--- config.mk ---
export PLATFORM = sky130hd
export DESIGN_NAME = demux_1x4_rx
export DESIGN_NICKNAME = d
export VERILOG_FILES = /design/src/rtl/demux_1x4_rx.sv
export SDC_FILE = /design/constraint.sdc
export NUM_CORES = 1
export LEC_CHECK = 0
export ABC_AREA = 1
export BUFFER_PORTS_ARGS = -buffer_cell sky130_fd_sc_hd__buf_2
export CORE_MARGIN = 1
export CORE_UTILIZATION = 25
export DETAILED_ROUTE_END_ITERATION = 10
export REMOVE_ABC_BUFFERS = 1
export SYNTH_ARGS = -nofsm -noshare
export SYNTH_HDL_FRONTEND = slang
export SYNTH_SLANG_ARGS = --single-unit
export TNS_END_PERCENT = 5
--- constraint.sdc ---
create_clock -name clk_4f -period 1.15 [get_ports clk_4f]
set_input_delay 0.23 -clock clk_4f [delete_from_list [all_inputs] [get_ports clk_4f]]
set_output_delay 0.23 -clock clk_4f [all_outputs]
set_load 0.02 [all_outputs]
--- src/rtl/demux_1x4_rx.sv ---
// demux_1x4_rx: 1:4 byte demultiplexer for the phy_rx lane.
// Steers a byte stream round-robin onto four lanes, updated together per frame.
module demux_1x4_rx #(
    parameter int BW = 8
) (
    input  logic          clk_4f,
    input  logic          reset,
    input  logic          sync,
    input  logic          validEntrada,
    input  logic [BW-1:0] Entrada,
    output logic [BW-1:0] Salida0,
    output logic [BW-1:0] Salida1,
    output logic [BW-1:0] Salida2,
    output logic [BW-1:0] Salida3,
    output logic          validSalida0,
    output logic          validSalida1,
    output logic          validSalida2,
    output logic          validSalida3,
    output logic          frame_stb
);

    logic [1:0]    phase;
    logic [1:0]    cur_phase;
    logic [BW-1:0] hold0;
    logic [BW-1:0] hold1;
    logic [BW-1:0] hold2;
    logic          hvalid0;
    logic          hvalid1;
    logic          hvalid2;

    // sync realigns in the same cycle it is seen
    assign cur_phase = sync ? 2'd0 : phase;

    always_ff @(posedge clk_4f) begin
        if (reset) begin
            phase        <= '0;
            hold0        <= '0;
            hold1        <= '0;
            hold2        <= '0;
            hvalid0      <= 1'b0;
            hvalid1      <= 1'b0;
            hvalid2      <= 1'b0;
            Salida0      <= '0;
            Salida1      <= '0;
            Salida2      <= '0;
            Salida3      <= '0;
            validSalida0 <= 1'b0;
            validSalida1 <= 1'b0;
            validSalida2 <= 1'b0;
            validSalida3 <= 1'b0;
            frame_stb    <= 1'b0;
        end else begin
            phase     <= cur_phase + 2'd1;
            frame_stb <= 1'b0;
            unique case (cur_phase)
                2'd0: begin
                    if (validEntrada) hold0 <= Entrada;
                    hvalid0 <= validEntrada;
                end
                2'd1: begin
                    if (validEntrada) hold1 <= Entrada;
                    hvalid1 <= validEntrada;
                end
                2'd2: begin
                    if (validEntrada) hold2 <= Entrada;
                    hvalid2 <= validEntrada;
                end
                2'd3: begin
                    // lane 3 bypasses the holding buffers
                    Salida0      <= hold0;
                    Salida1      <= hold1;
                    Salida2      <= hold2;
                    validSalida0 <= hvalid0;
                    validSalida1 <= hvalid1;
                    validSalida2 <= hvalid2;
                    if (validEntrada) Salida3 <= Entrada;
                    validSalida3 <= validEntrada;
                    frame_stb    <= 1'b1;
                end
            endcase
        end
    end

endmodule

==> results of run 1 <==
## cells by family (layout without fill, tap and decap cells)
| group | after synthesis | count (layout) |
|---|---|---|
| AND/OR/NAND/NOR | 193 | 194 |
| flip-flops | 66 | 66 |
| AO/OA/AOI/OAI | 42 | 42 |
| buffers and inverters | 42 | 102 |
## worst max-delay path by stage
| stage | from | end | slack [ns] | depth (start not counted) |
|---|---|---|---|---|
| after floorplan | phase[0] | Salida0[0] | -0.61 | 5 |
| after global placement | sync | validSalida0 | -0.07 | 6 |
| after detailed placement | sync | Salida0[4] | -0.15 | 6 |
| after CTS | phase[1] | hold2[0] | -0.02 | 5 |
| after global routing | phase[0] | hold0[4] | -0.02 | 6 |
| final | Salida0[4] | Salida0[4] | 0.03 | 1 |
## power by group
group          internal [uW]  leakage [uW]  total [uW]  switching (uW)
combinational            151      0.000977         407             257
clock                   1550      0.000129        2420             872
sequential              2360      0.000537        2400            37.5
## flip-flops by register name (all words and copies together) (netlist names)
name	flops
Salida0	8
Salida1	8
Salida2	8
Salida3	8
frame_stb	1
hold0	8
hold1	8
hold2	8
hvalid0	1
hvalid1	1
hvalid2	1
phase	2
validSalida0	1
validSalida1	1
validSalida2	1
validSalida3	1
## cells in the final DEF (no fill, tap or decap)
| master | instances |
|---|---|
| nand3_1 | 11 |
| inv_2 | 2 |
| o21ai_0 | 24 |
| nand4_1 | 16 |
| inv_1 | 18 |
| clkbuf_8 | 11 |
| nand2_2 | 1 |
| clkinv_2 | 2 |
| nor2_2 | 3 |
| nand2_1 | 46 |
| buf_2 | 47 |
| inv_4 | 1 |
| nor2_4 | 4 |
| buf_4 | 12 |
| nand4_2 | 1 |
| buf_12 | 4 |
| a21oi_1 | 13 |
| buf_6 | 2 |
| o21ai_1 | 4 |
| dfxtp_1 | 64 |
| nand3_2 | 1 |
| nor2_1 | 111 |
| bufinv_16 | 3 |
| o21ai_2 | 1 |
| dfxtp_2 | 2 |
## worst reg2reg max path, cell delays in order (launching register included)
cell and delay (ns):
dfxtp_2 0.34, buf_4 0.14, o21ai_2 0.17, buf_12 0.16, nand3_1 0.07, nand2_1 0.06, nor2_1 0.04
## repair_timing
item	4_1_cts	5_1_grt
gates cloned	1	0
endpoints found under the hold margin	0	0
resized for setup	3	9
setup buffers	1	0
hold buffers	0	0
pin swaps	2	3
setup endpoints to repair	29	61
## routing by layer
layer,wire [um],vias up
li1,-,1200
met1,2870,1037
met2,2970,54
met3,445,10
met4,92,0
met5,0,-
## through the flow
| step | power [uW] | instances |
|---|---|---|
| after detailed placement | 2840 | 519 |
| after floorplan | 2650 | 322 |
| after CTS | 5280 | 537 |
| after global routing | 5440 | 537 |
| final | 5220 | 537 |
| after global placement | 2830 | 519 |
## cell type report
type	count	area, um2	area share
Tap cell	133	166	0.0504
Clock inverter	5	100	0.0303
Sequential cell	66	1320	0.401
Multi-Input combinational cell	236	1050	0.318
Clock buffer	11	151	0.0459
Inverter	21	81.3	0.0246
Timing Repair Buffer	65	428	0.130
==> impl_metrics.env, run 1 <==
export IMPL_outcome="finished clean"
export IMPL_grt_pass1_wl_um=10600
export IMPL_clockRootBuffer="clkbuf_8"
export IMPL_post_dp_cell_area_um2=2990
export IMPL_vias=2301
export IMPL_synth_xor_area_frac=0
export IMPL_ys_seq_area_frac=0.523
export IMPL_clockBufferDepth=2
export IMPL_rr_endpoint="hold0[1]"
export IMPL_synth_simple_area_share=0.320
export IMPL_relSlewSlack=0.792
export IMPL_synth_top_area_share=0.523
export IMPL_wirelength_um=6380
export IMPL_worstRegToRegCells=6
export IMPL_synth_top_family_by_area="simple AND/OR/NAND/NOR gates"
export IMPL_ir_worst_vdd_uv=639
export IMPL_grt_max_degree=43
export IMPL_antenna_found_initial=0
export IMPL_io_buffers=48
export IMPL_cap_violations=0
export IMPL_drt_initial_drc_count=82
export IMPL_met2_usage=0.226
export IMPL_gr_usage_met3=0.0434
export IMPL_syn2layout_area_growth_pct=30.6
export IMPL_fillCellCount=1074
export IMPL_std_cell_rows=36
export IMPL_core_area_um2=9770
export IMPL_start_kind="register"
export IMPL_worstSetupPathType="register to output pin"
export IMPL_numCtsBuffers=9
export IMPL_setup_viol=0
export IMPL_synth_edf_count=0
export IMPL_synth_compound_area_frac=0.0846
export IMPL_cts_tree="yes"
export IMPL_reg2reg_from="phase[0]"
export IMPL_critPathTopFamily="flip-flops"
export IMPL_min_period_ns=1.12
export IMPL_maxSlewViolCount=0
export IMPL_hpwl_um=4320
export IMPL_worst_slew_pin_slew_ns=0.311
export IMPL_die_area_um2=10500
export IMPL_ys_types=19
export IMPL_cts_max_level=3
export IMPL_synthTopCellsByArea="dfxtp_1, nor2_1, nand2_1"
export IMPL_setup_slack_ns=0.0298
export IMPL_die_w_um=103
export IMPL_synthCells=343
export IMPL_grt_pass1_vias=2266
export IMPL_synthAdderAreaFrac=0
export IMPL_clkLatencyLatePin_ns=0.34
export IMPL_grt_use_total=0.133
export IMPL_rrSetupSlack_ns=0.06
export IMPL_synth_largest_area_cell="dfxtp_1"
export IMPL_busiest_layer="met2"
export IMPL_nets=411
export IMPL_whs_ns=0.131
export IMPL_hp_class="input pin to register"
export IMPL_tns_ns=0
export IMPL_hp_start="Entrada[1]"
export IMPL_cellPowerDensity_nw_per_um2=1580
export IMPL_utilization=0.338
export IMPL_critical_path_max_stage_delay_ns=0.38
export IMPL_ioPinCount=49
export IMPL_synth_area_um2=2530
export IMPL_max_freq_mhz=893
export IMPL_synth_common_cells="nor2_1, dfxtp_1, nand2_1, o21ai_0, inv_1"
export IMPL_path_buf_inv=1
export IMPL_cp_cell_sequence="buf_4"
export IMPL_clk_pin_slew_ns=0.07
export IMPL_ys_ff_latch=66
export IMPL_synth_area_mux_share=0
export IMPL_period_share=0.974
export IMPL_grt_overflow=0
export IMPL_use_met1=0.155
export IMPL_avgSynthCellArea_um2=7.37
export IMPL_die_h_um=103
export IMPL_crit_required_ns=0.92
export IMPL_rsz0062_at_grt="yes"
export IMPL_vias_per_cell=4.28
export IMPL_pre_cts_slack_ns=-0.148
export IMPL_hold_viol=0
export IMPL_hold_path_cell_count=3
export IMPL_synth_warnings=0
export IMPL_crit_fanout=2
export IMPL_synth_most_common_cell="nor2_1"
export IMPL_whs_endpoint="Salida3[1]"
export IMPL_ys_flop_type="dfxtp_1"
export IMPL_drt_pass1_iterations=4
export IMPL_drive_above_1_share=0.240
export IMPL_drc_errors=0
export IMPL_cts_sinks=66
export IMPL_p_leak_uw=0.00164
export IMPL_start_util=0.259
export IMPL_finClkSkew_ns=0.00655
export IMPL_gp_congestion=0.784
export IMPL_slowest_stage="dfxtp_1"
export IMPL_worst_setup_path_end_kind="output pin"
export IMPL_finalInstanceArea_um2=3300
export IMPL_arrival_ns=0.89
export IMPL_wl_per_cell_um=11.9
export IMPL_diodes=0
export IMPL_antenna_left=0
export IMPL_synthArstFlopShare=0
Note: power is estimated with default switching activity, not from simulation.
==> inputs of run 2 (changes only) <==
--- a/config.mk
+++ b/config.mk
@@ -5,12 +5,12 @@
 export SDC_FILE = /design/constraint.sdc
 export NUM_CORES = 1
 export LEC_CHECK = 0
-export ABC_AREA = 1
 export BUFFER_PORTS_ARGS = -buffer_cell sky130_fd_sc_hd__buf_2
 export CORE_MARGIN = 1
 export CORE_UTILIZATION = 25
 export DETAILED_ROUTE_END_ITERATION = 10
 export REMOVE_ABC_BUFFERS = 1
+export SLEW_MARGIN = 20
 export SYNTH_ARGS = -nofsm -noshare
 export SYNTH_HDL_FRONTEND = slang
 export SYNTH_SLANG_ARGS = --single-unit
==> run 2 against run 1 <==
  * Synthesized cell count decreased by 15%
  * Die area about the same
  * Global-route usage decreased by 1.7 points
  * Utilization decreased by 1.6 points
  * Via count decreased by 12%
  * Sequential cell count unchanged
  * Sequential share of layout area increased by 2.1 points
  * Critical path type unchanged
  * Largest cell class unchanged
==> impl_metrics.env, run 2 <==
export IMPL_rsz0062_at_grt="no"
export IMPL_syn2layout_area_growth_pct=24.4
export IMPL_clkLatencyLatePin_ns=0.34
export IMPL_p_int_uw=3270
export IMPL_fillCellCount=1059
export IMPL_wl_per_cell_um=12.4
export IMPL_ir_worst_vdd_uv=431
export IMPL_min_period_ns=1.11
export IMPL_vias_per_cell=4.20
export IMPL_synth_xor_area_frac=0.00346
export IMPL_hpwl_um=4000
export IMPL_clk_pin_slew_ns=0.07
export IMPL_grt_overflow=0
export IMPL_synthCells=291
export IMPL_outcome="finished clean"
export IMPL_synthAdderAreaFrac=0
export IMPL_wirelength_um=5970
export IMPL_whs_ns=0.161
export IMPL_cts_max_level=3
export IMPL_hold_viol=0
export IMPL_synth_top_area_share=0.522
export IMPL_sequentialPowerShare=0.550
export IMPL_die_w_um=103
export IMPL_synth_simple_area_share=0.245
export IMPL_ys_types=26
export IMPL_nets=355
export IMPL_grt_use_total=0.116
export IMPL_switching_share=0.238
export IMPL_grt_pass1_vias=1881
export IMPL_drive_above_1_share=0.296
export IMPL_synth_top_family_by_area="simple AND/OR/NAND/NOR gates"
export IMPL_std_cell_rows=36
export IMPL_grt_pass1_wl_um=8930
export IMPL_hp_class="input pin to register"
export IMPL_diodes=0
export IMPL_switchingPower_uw=1020
export IMPL_synth_most_common_cell="nand2_1"
export IMPL_avgSynthCellArea_um2=8.69
export IMPL_cap_violations=0
export IMPL_vias=2022
export IMPL_ys_ff_latch=66
export IMPL_p_comb_frac=0.061
export IMPL_max_freq_mhz=901
export IMPL_clockRootBuffer="clkbuf_8"
export IMPL_synth_edf_count=0
export IMPL_cts_tree="yes"
export IMPL_path_buf_inv=1
export IMPL_critical_path_max_stage_delay_ns=0.36
export IMPL_synth_largest_area_cell="dfxtp_1"
export IMPL_worstSetupPathType="register to output pin"
export IMPL_numCtsBuffers=9
export IMPL_relSlewSlack=0.849
export IMPL_slowest_stage="dfxtp_1"
export IMPL_synth_common_cells="nand2_1, dfxtp_1, a21oi_1, nand2b_1"
export IMPL_cellPowerDensity_nw_per_um2=1360
export IMPL_crit_required_ns=0.92
export IMPL_synthArstFlopShare=0
export IMPL_antenna_left=0
export IMPL_crit_fanout=2
export IMPL_postCtsSetupRepairBufs=0
export IMPL_clockBufferDepth=2
export IMPL_ioPinCount=49
export IMPL_drt_pass1_iterations=4
export IMPL_setup_viol=0
export IMPL_p_clk_frac=0.389
export IMPL_p_leak_uw=0.00122
export IMPL_critPathTopFamily="flip-flops"
export IMPL_synthTopCellsByArea="dfxtp_1, nand2_1, a21oi_1"
export IMPL_die_h_um=103
export IMPL_antenna_found_initial=0
export IMPL_tns_ns=0
export IMPL_finClkSkew_ns=0.00586
export IMPL_ys_seq_area_frac=0.522
export IMPL_synth_compound_area_frac=0.135
export IMPL_io_buffers=48
export IMPL_synth_warnings=0
export IMPL_layout_common_cells="nand2_1, dfxtp_1, a21oi_1, buf_2, nand2b_1"
export IMPL_layout_commonest_cell="nand2_1"
export IMPL_synth_area_um2=2530
export IMPL_period_share=0.965
export IMPL_arrival_ns=0.88
export IMPL_maxSlewViolCount=0
export IMPL_die_area_um2=10500
export IMPL_core_area_um2=9770
export IMPL_ys_flop_type="dfxtp_1"
export IMPL_worst_slew_pin_slew_ns=0.227
export IMPL_synth_area_mux_share=0.0317
export IMPL_start_kind="register"
export IMPL_drc_errors=0
export IMPL_cp_cell_sequence="buf_2"
export IMPL_start_util=0.259
export IMPL_gp_congestion=0.752
export IMPL_grt_max_degree=51
export IMPL_worst_setup_path_end_kind="output pin"
export IMPL_cts_sinks=66
export IMPL_drt_initial_drc_count=127
==> run 2: per-layer routing <==
metal / GRT usage / wire, um
met3: 0.0522 / 425
met2: 0.184 / 2840
met1: 0.129 / 2610
met4: 0.0659 / 93
met5: 0 / 0
==> run 2: power by group through the flow <==
stage / logic [uW] / registers (uW) / clock network [uW]
after detailed placement: 249 / 2410 / 0
after CTS: 250 / 2360 / 1720
after global placement: 245 / 2410 / 0
after floorplan: 100 / 2410 / 0
final: 263 / 2360 / 1670
after global routing: 287 / 2360 / 1840
==> run 2: path summary, 6_finish.rpt <==
kind	start	endpoint	slack, ns	depth (start not counted)
worst max-delay path	Salida3[1]	Salida3[1]	0.04	1
worst min-delay path	Entrada[0]	hold2[0]	0.16	3
worst max register to register	phase[1]	Salida1[0]	0.04	4
worst min register to register	hvalid2	validSalida2	0.45	2
==> run 2: per-stage QoR <==
step / util / total power, uW / instance area (um2) / setup slack [ns] / instances
floorplan: - / 2510 / 2370 / -0.650 / 268
global placement: 0.299 / 2650 / 2920 / 0.00895 / 463
detailed placement: 0.299 / 2660 / 2920 / -0.0703 / 463
CTS: 0.316 / 4330 / 3090 / 0.0153 / 479
global route: 0.322 / 4490 / 3150 / 0.00124 / 481
finish: 0.322 / 4290 / 3150 / 0.0401 / 481
==> run 2: cells by family (layout without fill, tap and decap cells) <==
family                    Yosys count  after routing
AOI/OAI and AO/OA                  60             60
xor gates and xnor gates            1              1
buffers and inverters              24             81
DFF                                66             66
muxes                               8              8
and+or+nand+nor                   132            132
==> run 2: tightest hold or removal path: cells and delay by family <==
| kind | cells | cell delay, ns |
|---|---|---|
| buf+inv | 1 | 0.13 |
| simple gates | 1 | 0.06 |
| compound gates | 1 | 0.05 |
==> run 2: final cells by class <==
cell class | count | area, um2 | area share
clock buffers | 13 | 149 | 0.0473
clock inverters | 3 | 15.0 | 0.00477
inverters | 1 | 3.75 | 0.00119
multi-input cells | 201 | 1060 | 0.336
flip-flops and latches | 66 | 1330 | 0.422
well taps | 133 | 166 | 0.0529
repair buffers | 64 | 427 | 0.136
==> run 2: timing repair <==
item,CTS,global route
hold buffers,0,0
cloned,0,2
hold endpoints to repair,0,0
setup endpoints to repair,57,32
resized for setup,2,15
